<file path="src/rtl/imem_loader.sv">
// imem_loader: receives a byte stream over valid/ready, assembles little-endian
// 32-bit words and writes them into the instruction memory starting at BASE_ADDR.
// The core is held in reset (cpu_hold) while a load is in progress.
// Stream format: 4-byte length N, then N little-endian payload words.
// Optional feature macro: IMEM_LOADER_CKSUM_EN appends a 4-byte trailer that must
// equal the modulo-2^32 sum of all payload words.
module imem_loader #(
  parameter logic [31:0] BASE_ADDR = 32'h0100_0000,
  parameter int unsigned MAX_WORDS = 1024
) (
  input  logic        clock,
  input  logic        reset,
  input  logic        start,
  input  logic        s_valid,
  input  logic [7:0]  s_data,
  output logic        s_ready,
  output logic [31:0] mem_address,
  output logic [31:0] mem_data_in,
  output logic        mem_read_write,
  output logic        busy,
  output logic        cpu_hold,
  output logic        done,
  output logic        error,
  output logic [31:0] word_count
);

  typedef enum logic [2:0] {
    S_IDLE,
    S_LEN,
    S_DATA,
    S_WRITE,
    S_DONE,
`ifdef IMEM_LOADER_CKSUM_EN
    S_CKSUM,
`endif
    S_ERROR
  } state_t;

  state_t      state_q, state_d;
  logic        s_ready_q, ready_d;
  logic        mem_rw_q;
  logic        busy_q, busy_d;
  logic        done_q, error_q;
  logic [31:0] word_count_q;
  logic [31:0] mem_address_q, mem_data_in_q;
  logic [1:0]  byte_q;
  logic [23:0] asm_q;
  logic [31:0] idx_q;
`ifdef IMEM_LOADER_CKSUM_EN
  logic [31:0] sum_q;
`endif

  logic        accept;
  logic        last_byte;
  logic [31:0] word_full;

  assign accept    = s_valid && s_ready_q;
  assign last_byte = accept && (byte_q == 2'd3);
  // The 4th byte is taken straight from the stream so the full word is
  // available on the accepting edge without an extra cycle.
  assign word_full = {s_data, asm_q};

  // Next-state decode plus the output values the next state will present.
  always_comb begin
    state_d = state_q;
    ready_d = 1'b0;
    busy_d  = 1'b0;
    case (state_q)
      S_IDLE, S_DONE, S_ERROR: begin
        if (start) state_d = S_LEN;
      end
      S_LEN: begin
        if (last_byte) begin
          if (word_full == '0) begin
`ifdef IMEM_LOADER_CKSUM_EN
            state_d = S_CKSUM;
`else
            state_d = S_DONE;
`endif
          end else if (word_full > 32'(MAX_WORDS)) begin
            state_d = S_ERROR;
          end else begin
            state_d = S_DATA;
          end
        end
      end
      S_DATA: begin
        if (last_byte) state_d = S_WRITE;
      end
      S_WRITE: begin
        if (idx_q + 32'd1 == word_count_q) begin
`ifdef IMEM_LOADER_CKSUM_EN
          state_d = S_CKSUM;
`else
          state_d = S_DONE;
`endif
        end else begin
          state_d = S_DATA;
        end
      end
`ifdef IMEM_LOADER_CKSUM_EN
      S_CKSUM: begin
        if (last_byte) state_d = (word_full == sum_q) ? S_DONE : S_ERROR;
      end
`endif
      default: state_d = S_IDLE;
    endcase

    case (state_d)
      S_LEN, S_DATA: begin
        ready_d = 1'b1;
        busy_d  = 1'b1;
      end
`ifdef IMEM_LOADER_CKSUM_EN
      S_CKSUM: begin
        ready_d = 1'b1;
        busy_d  = 1'b1;
      end
`endif
      S_WRITE: busy_d = 1'b1;
      default: ;
    endcase
  end

  // State register, registered outputs and datapath.
  always_ff @(posedge clock) begin
    if (reset) begin
      state_q       <= S_IDLE;
      s_ready_q     <= 1'b0;
      mem_rw_q      <= 1'b0;
      busy_q        <= 1'b0;
      done_q        <= 1'b0;
      error_q       <= 1'b0;
      word_count_q  <= '0;
      mem_address_q <= BASE_ADDR;
      mem_data_in_q <= '0;
      byte_q        <= '0;
      asm_q         <= '0;
      idx_q         <= '0;
`ifdef IMEM_LOADER_CKSUM_EN
      sum_q         <= '0;
`endif
    end else begin
      state_q   <= state_d;
      s_ready_q <= ready_d;
      busy_q    <= busy_d;
      mem_rw_q  <= (state_d == S_WRITE);
      done_q    <= (state_d == S_DONE);
      error_q   <= (state_d == S_ERROR);

      if (accept) begin
        byte_q <= byte_q + 2'd1;
        case (byte_q)
          2'd0:    asm_q[7:0]   <= s_data;
          2'd1:    asm_q[15:8]  <= s_data;
          2'd2:    asm_q[23:16] <= s_data;
          default: ;
        endcase
      end

      case (state_q)
        S_IDLE, S_DONE, S_ERROR: begin
          if (start) begin
            byte_q <= '0;
            idx_q  <= '0;
`ifdef IMEM_LOADER_CKSUM_EN
            sum_q  <= '0;
`endif
          end
        end
        S_LEN: begin
          if (last_byte) word_count_q <= word_full;
        end
        S_DATA: begin
          if (last_byte) begin
            mem_data_in_q <= word_full;
            mem_address_q <= BASE_ADDR + (idx_q << 2);
`ifdef IMEM_LOADER_CKSUM_EN
            sum_q         <= sum_q + word_full;
`endif
          end
        end
        S_WRITE: idx_q <= idx_q + 32'd1;
        default: ;
      endcase
    end
  end

  assign s_ready        = s_ready_q;
  assign mem_address    = mem_address_q;
  assign mem_data_in    = mem_data_in_q;
  assign mem_read_write = mem_rw_q;
  assign busy           = busy_q;
  assign cpu_hold       = busy_q;
  assign done           = done_q;
  assign error          = error_q;
  assign word_count     = word_count_q;

endmodule

</file>
<file path="config.mk">
export PLATFORM = sky130hd
export DESIGN_NAME = imem_loader
export DESIGN_NICKNAME = d
export VERILOG_FILES = /design/src/rtl/imem_loader.sv
export SDC_FILE = /design/constraint.sdc
export NUM_CORES = 1
export LEC_CHECK = 0
export ABC_CLOCK_PERIOD_IN_PS = 5570
export BUFFER_PORTS_ARGS = -buffer_cell sky130_fd_sc_hd__buf_2
export CAP_MARGIN = 0
export CORE_AREA = 3 3 121 123
export CTS_CLUSTER_DIAMETER = 150
export CTS_CLUSTER_SIZE = 30
export DETAILED_ROUTE_END_ITERATION = 10
export DIE_AREA = 0 0 124 126
export GPL_TIMING_DRIVEN = 0
export HOLD_SLACK_MARGIN = 0.08
export PLACE_DENSITY = 0.74
export SYNTH_ARGS = -nofsm -noshare
export SYNTH_HDL_FRONTEND = slang
export SYNTH_SLANG_ARGS = --single-unit
export TNS_END_PERCENT = 5
</file>
<file path="constraint.sdc">
create_clock -name clock -period 5.57 [get_ports clock]
set_clock_uncertainty 0.05 [all_clocks]
set_input_delay 1.114 -clock clock [delete_from_list [all_inputs] [get_ports clock]]
set_output_delay 1.114 -clock clock [all_outputs]
set_load 0.005 [all_outputs]
</file>
# ---- Word-level counts from Yosys, hierarchy flattened
# Index checks and enable logic that the tools add are counted.
dict set report op_classes {
  magnitude_cmp 1
  muxes 14
  n_reduce_logical 15
  add_sub_neg 3
  eq_ne 15
}
# cell n
set op_table {}
lappend op_table {{$pmux W32 S2} 1}
lappend op_table {{$add A25 B32 Y32 const A} 1}
lappend op_table {{$add A32 B1 Y32 const B} 1}
lappend op_table {{$eq A32 B32 Y1} 1}
lappend op_table {{$gt A32 B11 Y1 const B} 1}
lappend op_table {{$logic_not A32 Y1} 1}
lappend op_table {{$mux W32} 1}
lappend op_table {{$mux W3} 6}
lappend op_table {{$eq A3 B2 Y1 const B} 4}
lappend op_table {{$eq A3 B3 Y1 const B} 4}
lappend op_table {{$pmux W3 S4} 1}
lappend op_table {{$reduce_and A2 Y1} 6}
lappend op_table {{$eq A3 B1 Y1 const B} 2}
lappend op_table {{$mux W2} 3}
lappend op_table {{$reduce_or A3 Y1} 2}
lappend op_table {{$eq A2 B2 Y1 const B} 2}
lappend op_table {{$logic_not A3 Y1} 1}
lappend op_table {{$add A2 B1 Y2 const B} 1}
lappend op_table {{$eq A2 B1 Y1 const B} 1}
lappend op_table {{$logic_and A1 B1 Y1} 2}
lappend op_table {{$logic_not A2 Y1} 1}
lappend op_table {{$mux W1} 2}
lappend op_table {{$ne A2 B2 Y1 const B} 1}
lappend op_table {{$reduce_bool A2 Y1} 1}
lappend op_table {{$reduce_or A2 Y1} 1}
dict set report word_totals {
  output_inout_bits 102
  word_cells 62
  inputBits 12
  register_bits 162
}

# ---- Longest topological paths before layout
# Gate-level depths: netlist of the first run.
dict set report depth {
  word_depth 8
  ltp_mapped 10
  depth_no_buf 9
}

# ---- Worst setup path after synthesis of the first run
# No wires, ideal clock.
dict set report synth_timing {
  path_kind {register to register}
  from {reg idx_q[0]}
  to {reg s_ready_q (netlist: s_ready)}
  setup_slack_ns 2.501
  t_arrival_ns 2.902
  setup_time_ns 0.117
  path_buffers 1
  synth_period_minus_slack_ns 3.069
  stages_incl_launch_ff 11
  cell_sequence {dfxtp_1 > ha_1 > and4_4 > and4_1 > and4_1 > clkbuf_1 > xnor2_1 > nand4_1 > or4_4 > or3_1 > a32o_1}
}
dict set report synth_via {
  elab_chain_len 7
  elab_cells_between_ends 8
  classes_between {add/sub: 1; eq/ne: 3; mux: 3; reduce/logical: 1}
}
# element line
set synth_rtl {}
lappend synth_rtl {{start: declaration} 48} ;# logic [31:0] idx_q;
lappend synth_rtl {{start signal: assignment} 183} ;# S_WRITE: idx_q <= idx_q + 32'd1;
lappend synth_rtl {{$add A32 B1 Y32 (*)} 91} ;# if (idx_q + 32'd1 == word_count_q) begin
lappend synth_rtl {{$eq A32 B32 Y1 (*)} 91}
lappend synth_rtl {{$mux W3 (*)} 91}
lappend synth_rtl {{$pmux W3 S4 (*)} 68} ;# case (state_q)
lappend synth_rtl {{$eq A3 B1 Y1 / $eq A3 B2 Y1 (equally long branches)} 109} ;# case (state_d)
lappend synth_rtl {{$reduce_or A2 Y1 (*)} 109}
lappend synth_rtl {{$mux W1 (*)} 109}
lappend synth_rtl {{end signal: assignment} 145} ;# s_ready_q <= ready_d;
lappend synth_rtl {{end: declaration} 40} ;# logic s_ready_q, ready_d;
# Every way passes the cells marked *; elsewhere a longest branch is shown, timed or not.
# A chain may end at the register's enable or synchronous reset.

# ---- Worst setup path in the final report of the first run
# Ends and elaborated chain as after synthesis.

==> flow_summary.toml, run 1 <==
[routing]
drtAntennaViolNets = 0
post-route-drc-count = 0
wl_met1_mm = 9.82
dr.max_layer_used = "met4"
routed_via_density = 5.70
totalWireLength_mm = 22.9
wl_per_cell_um = 17.6
drt-initial-drc-count = 672
via_count = 7441
wl_met2_mm = 10.7
wl_met3_mm = 1.78
drt_pass1_iterations = 7

[placement]
hpwlAfterDp_mm = 16.9
place_ws_ns = 1.99
place.gp.congestion = 1.02
io_buffers = 111

[setup_path]
crit_type = "register to register"
reg2reg_slack_ns = 1.94
cp_max_fo = 9
crit_top_cell = "and4_1"
cp.arrival_ns = 3.90
worst_setup_path_end_kind = "register"
crit_chain = "ha_1 -> and4_4 -> and4_1 -> and4_1 -> clkbuf_1 -> xnor2_1 -> nand4_1 -> or4_4 -> or3_1 -> a32o_1"
cp-start-kind = "register"
cp_slowest_cell = "or4_4"
required_ns = 5.83
cpPeakStageDelay_ns = 0.55

[synth]
synth_area_um2 = 7470
seq_area_frac_synth = 0.429
synth_top_cell_by_area = "dfxtp_1"
syn_inst = 983
yosysUniqueCellTypes = 54
yosysTopAreaCellShare = 0.429
synth_edf_count = 0
ys_ff_latch = 160
syn_avg_cell_area_um2 = 7.60
synthArstFlopShare = 0
ys_warn_count = 0
yosys-top-cells-area = "dfxtp_1 (43%), nand2_1 (12%), a21oi_1 (9.4%)"
synthFlopType = "dfxtp_1"

[clock_network]
cts_buffer_depth = 2
clock_latency_ns = 0.43
cts_buffers = 17
postCtsSetupBuffers = 0
cts_tree = "yes"
cts_sinks = 160
h-tree-depth = 4
path_clk_slew_ns = 0.07
ctsHoldBuffers = 0
cts_resized = 0
cts_root_buf = "clkbuf_16"

[floorplan]
io_pins = 114
row_count = 43
fp.dieH_um = 126
initial_core_util = 0.542
die-area_um2 = 15600
die_w_um = 124
coreArea_um2 = 13800

[pwr]
power_density_nw_per_um2 = 282
power_frac_clock = 0.509
internal_power_mw = 1.96
leakagePower_nw = 3.37
switchingPower_mw = 0.551
p_sw_frac = 0.219
p_seq_frac = 0.459
fin_total_pwr_mw = 2.51
pwr-share-comb = 0.032
ir_drop_v = 0.000224

[final_layout]
n_fill_cell = 1270
diodes = 0
syn_to_final_growth_pct = 19.1
nNetsFinal = 1132
drive_gt1_frac = 0.152

[timing]
clock.fmax_ghz = 0.275
fin_ws_ns = 1.94
tightest_slew_ns = 0.784
setup_tns_ns = 0
finalCriticalPeriod_ns = 3.63
slew_headroom = 0.477
timing.final.crit_share = 0.652
hold_viol_final = 0
setup_viol = 0
rsz0062_at_grt = "no"
slew_violations = 0

[global_route]
grt_max_degree = 17
grt_first_pass_wirelength_mm = 35.8
grt_pass1_vias = 6685
overflow = 0
grt.total_usage = 0.295
antenna_found_initial = 0

[worst_hold_path]
hold_path.class = "register to register"

[flow_run]
maxCapViolCount = 0

[status]
status = "completed"
==> synth_stat cells (3+ instances only) <==
library cell	n
buf_2	7
or2_2	3
dfxtp_1	160
a21oi_1	141
nand2b_1	4
nand4_1	13
and2_1	5
a21o_1	3
a211oi_1	11
xnor2_1	36
ha_1	6
and3_1	10
mux2i_1	3
a31oi_1	5
nand3_1	46
xor2_1	17
nor2_1	56
a311oi_1	10
buf_4	7
inv_1	7
buf_1	4
nor4_1	13
or3_1	3
buf_6	3
and4_1	11
o21ai_0	26
o31ai_1	3
clkbuf_1	66
nor3_1	29
and4_4	3
nand2_1	241
a22oi_1	3
==> path summary, 6_finish.rpt <==
path / startpoint / to / depth (start not counted)
min reg2reg: mem_data_in[26]$_SDFFE_PP0P_ / mem_data_in[26]$_SDFFE_PP0P_ / 2
min: mem_data_in[26]$_SDFFE_PP0P_ / mem_data_in[26]$_SDFFE_PP0P_ / 2
max reg2reg: idx_q[0]$_SDFFE_PP0P_ / s_ready$_SDFF_PP0_ / 10
max: idx_q[0]$_SDFFE_PP0P_ / s_ready$_SDFF_PP0_ / 10
==> stage by stage <==
| stage | std cells | util | hold slack, ns | area (um2) |
|---|---|---|---|---|
| final | 1306 | 0.646 | 0.400 | 8900 |
| after global routing | 1306 | 0.646 | 0.417 | 8900 |
| after CTS | 1306 | 0.646 | 0.402 | 8900 |
| after detailed placement | 1275 | 0.599 | 0.393 | 8250 |
| after global placement | 1275 | 0.599 | 0.390 | 8250 |
| after floorplan | 984 | - | 0.403 | 7470 |
==> cell usage in the layout (no fill, tap or decap), types with 3 or more instances in the layout <==
cell,synthesis,layout
a211oi_1,11,11
a21o_1,3,3
a21oi_1,141,141
a22oi_1,3,3
a311oi_1,10,10
a31oi_1,5,5
and2_1,5,5
and3_1,10,10
and4_1,11,11
and4_4,3,3
buf_1,4,4
buf_2,7,118
buf_4,7,7
buf_6,3,3
bufinv_16,0,4
clkbuf_1,66,67
clkbuf_16,0,17
clkbuf_8,0,3
dfxtp_1,160,160
ha_1,6,6
inv_1,7,7
inv_6,0,3
mux2i_1,3,3
nand2_1,241,241
nand2b_1,4,4
nand3_1,46,46
nand4_1,13,13
nor2_1,56,56
nor3_1,29,29
nor4_1,13,13
o21ai_0,26,26
o31ai_1,3,3
or2_2,3,3
or3_1,3,3
xnor2_1,36,36
xor2_1,17,17
==> registers in the layout, indices dropped and copies added (netlist names) <==
register        flops
mem_read_write      1
done                1
mem_address        30
mem_data_in        32
s_ready             1
idx_q              32
asm_q              24
state_q             3
byte_q              2
busy                1
word_count         32
error               1
==> power by group through the flow <==
stage / Clock, mW / Sequential (mW) / Combinational [mW]
floorplan: 0 / 1.18 / 0.0460
global placement: 0 / 1.18 / 0.0792
detailed placement: 0 / 1.18 / 0.0791
CTS: 1.28 / 1.15 / 0.0796
global route: 1.33 / 1.15 / 0.0880
finish: 1.28 / 1.15 / 0.0808
==> cells by family after synthesis <==
logic type | Yosys count | share of synthesized area
other | 1 | 0.000502
muxes | 3 | 0.00402
adders and majority gates | 6 | 0.0101
xor gates and xnor gates | 53 | 0.0622
and+or+nand+nor | 452 | 0.278
buffers and inverters | 95 | 0.0556
DFF | 160 | 0.429
AOI/OAI and AO/OA | 213 | 0.161
==> metal layers <==
| layer | vias to the layer above | GRT usage |
|---|---|---|
| met5 | - | 0 |
| met4 | 0 | 0.112 |
| met3 | 50 | 0.0539 |
| met2 | 318 | 0.469 |
| met1 | 3448 | 0.399 |
| li1 | 3625 | - |
==> area by class of cell <==
class	instances	area [um2]	share of cell area
flip-flops and latches	160	3200	0.360
plain buffers	88	389	0.0437
well taps	180	225	0.0253
clock buffers	21	470	0.0529
inverters	7	26.3	0.00295
repair buffers	111	556	0.0624
clock inverters	10	173	0.0194
multi-input cells	729	3850	0.433
==> critical path, delay by kind of cell, from the launching register on <==
| kind | cells | cell delay, ns |
|---|---|---|
| buf+inv | 1 | 0.38 |
| fa+ha+maj | 1 | 0.36 |
| flops | 1 | 0.47 |
| xor+xnor | 1 | 0.21 |
| compound gates | 1 | 0.26 |
| simple gates | 6 | 1.79 |
Power figures use the tool's default switching activity.
==> run 2, diff against run 1 <==
--- a/config.mk
+++ b/config.mk
@@ -5,7 +5,7 @@
 export SDC_FILE = /design/constraint.sdc
 export NUM_CORES = 1
 export LEC_CHECK = 0
-export ABC_CLOCK_PERIOD_IN_PS = 5570
+export ABC_CLOCK_PERIOD_IN_PS = 3750
 export BUFFER_PORTS_ARGS = -buffer_cell sky130_fd_sc_hd__buf_2
 export CAP_MARGIN = 0
 export CORE_AREA = 3 3 121 123
==> constraint.sdc (replaced) <==
create_clock -name clock -period 3.75 [get_ports clock]
set_clock_uncertainty 0.05 [all_clocks]
set_input_delay 0.75 -clock clock [delete_from_list [all_inputs] [get_ports clock]]
set_output_delay 0.75 -clock clock [all_outputs]
set_load 0.005 [all_outputs]
==> run 2 against run 1 <==
  * Combinational power rose by 49%
  * Sequential power rose by 49%
  * Global-route usage did not move
  * Worst setup slack got worse by 1.8 ns
  * Core utilization barely moved
  * Sequential share of layout area barely moved
  * Non-clock buffer count fell by 1
  * Maximum frequency rose by 1.2%
  * Cell area barely moved
  * Critical path depth fell by 1
  * Cell count barely moved
  * Register-to-register slack got worse by 1.8 ns
  * Critical path type unchanged
  * Critical endpoint unchanged
==> flow_summary.toml, run 2 (synthesized netlist as in run 1, its figures left out) <==
[status]
status = "completed"

[clock_network]
cts_buffer_depth = 2
cts_tree = "yes"
path_clk_slew_ns = 0.07
h-tree-depth = 4
clock_latency_ns = 0.43
ctsHoldBuffers = 0
cts_sinks = 160
cts_root_buf = "clkbuf_16"
cts_buffers = 17
cts_resized = 0

[placement]
place.gp.congestion = 1.02
hpwlAfterDp_mm = 16.9
io_buffers = 111
place_ws_ns = 0.175
place_inst = 1275

[global_route]
grt.total_usage = 0.295
antenna_found_initial = 0
grt_max_degree = 17
grt_first_pass_wirelength_mm = 35.8
grt_pass1_vias = 6685
overflow = 0

[timing]
setup_tns_ns = 0
fin_ws_ns = 0.158
finalCriticalPeriod_ns = 3.59
slew_headroom = 0.491
rsz0062_at_grt = "no"
setup_viol = 0
hold_viol_final = 0
tightest_slew_ns = 0.763
timing.final.crit_share = 0.958
clock.fmax_ghz = 0.278
slew_violations = 0

[flow_run]
maxCapViolCount = 0

[pwr]
ir_drop_v = 0.000329
internal_power_mw = 2.91
fin_total_pwr_mw = 3.73
power_density_nw_per_um2 = 420
leakagePower_nw = 3.37
p_sw_frac = 0.219
switchingPower_mw = 0.819
pwr-share-comb = 0.032
power_frac_clock = 0.509
p_seq_frac = 0.459

[setup_path]
cp-start-kind = "register"
cp.arrival_ns = 3.85
crit_chain = "clkbuf_1 -> nand4_1 -> nor4_1 -> xnor2_1 -> nand3_1 -> a211o_1 -> or4_4 -> or3_1 -> a32o_1"
cpPeakStageDelay_ns = 0.67
reg2reg_slack_ns = 0.16
reg2reg_depth = 9
cp_max_fo = 9
cp_slowest_cell = "nor4_1"
worst_setup_path_end_kind = "register"
crit_type = "register to register"
required_ns = 4.01
r2r-end = "s_ready$_SDFF_PP0_"
r2r_start = "idx_q[22]$_SDFFE_PP0P_"

[routing]
drtAntennaViolNets = 0
wl_per_cell_um = 17.6
totalWireLength_mm = 23.0
post-route-drc-count = 0
drt-initial-drc-count = 549
drt_pass1_iterations = 5
routed_via_density = 5.75
via_count = 7509

[final_layout]
final_cells = 1305
n_fill_cell = 1270
drive_gt1_frac = 0.152
final_common_cell = "nand2_1"
diodes = 0
syn_to_final_growth_pct = 19.1
layout.area.seq_um2 = 3200
multi_input_area_um2 = 3850
layout_common_cells = "nand2_1 (241), dfxtp_1 (160), a21oi_1 (141)"
nNetsFinal = 1131

[floorplan]
row_count = 43
fp.dieH_um = 126
initial_core_util = 0.542
die-area_um2 = 15600
coreArea_um2 = 13800
io_pins = 114
die_w_um = 124

[worst_hold_path]
hold_path.class = "register to register"
hold_end = "mem_data_in[26]$_SDFFE_PP0P_"
hold_start = "mem_data_in[26]$_SDFFE_PP0P_"
hold_path_depth = 2
## run 2: timing repair
item | in CTS | in global routing
setup buffers | 0 | 0
hold endpoints to repair | 0 | 0
endpoints found under the setup margin | 0 | 1
## run 2: stage by stage
step	utilization	hold slack (ns)	cell area, um2
3_3_place_gp	0.599	0.390	8250
4_1_cts	0.646	0.402	8900
3_5_place_dp	0.599	0.393	8250
2_1_floorplan	-	0.403	7470
6_report	0.646	0.400	8890
5_1_grt	0.646	0.417	8890
## run 2: cell type report
type                            instances  share of cell area
Clock buffer                           21              0.0529
Inverter                                7             0.00295
Tap cell                              180              0.0253
Sequential cell                       160               0.360
Timing Repair Buffer                  111              0.0625
Clock inverter                         10              0.0194
Multi-Input combinational cell        729               0.433
Buffer                                 87              0.0433
## run 2: how the worst max path moves through the flow
| stage | startpoint | end | cells past startpoint |
|---|---|---|---|
| after floorplan | idx_q[0]$_SDFFE_PP0P_ | s_ready$_SDFF_PP0_ | 10 |
| after global placement | idx_q[0]$_SDFFE_PP0P_ | s_ready$_SDFF_PP0_ | 10 |
| after detailed placement | idx_q[0]$_SDFFE_PP0P_ | s_ready$_SDFF_PP0_ | 10 |
| after CTS | idx_q[0]$_SDFFE_PP0P_ | s_ready$_SDFF_PP0_ | 10 |
| after global routing | idx_q[22]$_SDFFE_PP0P_ | s_ready$_SDFF_PP0_ | 9 |
| final | idx_q[22]$_SDFFE_PP0P_ | s_ready$_SDFF_PP0_ | 9 |
## run 2: power groups by stage
stage / registers, mW / clock network (mW) / logic (mW)
after global placement: 1.75 / 0 / 0.118
after detailed placement: 1.75 / 0 / 0.117
after CTS: 1.71 / 1.91 / 0.118
after global routing: 1.71 / 1.98 / 0.131
after floorplan: 1.75 / 0 / 0.0683
final: 1.71 / 1.90 / 0.120
## run 2: worst max-delay path, delay by kind of cell, from the launching register on
family | cells | cell delay, ns
xor+xnor | 1 | 0.19
simple gates | 5 | 1.83
flops | 1 | 0.36
compound gates | 2 | 0.57
buf+inv | 1 | 0.47
## run 2: routing by layer
metal / vias to the layer above / track usage / wire, um
met4: 0 / 0.112 / 683
met1: 3483 / 0.399 / 9760
met3: 57 / 0.0539 / 1790
met2: 347 / 0.469 / 10700
li1: 3622 / - / -
met5: - / 0 / 0
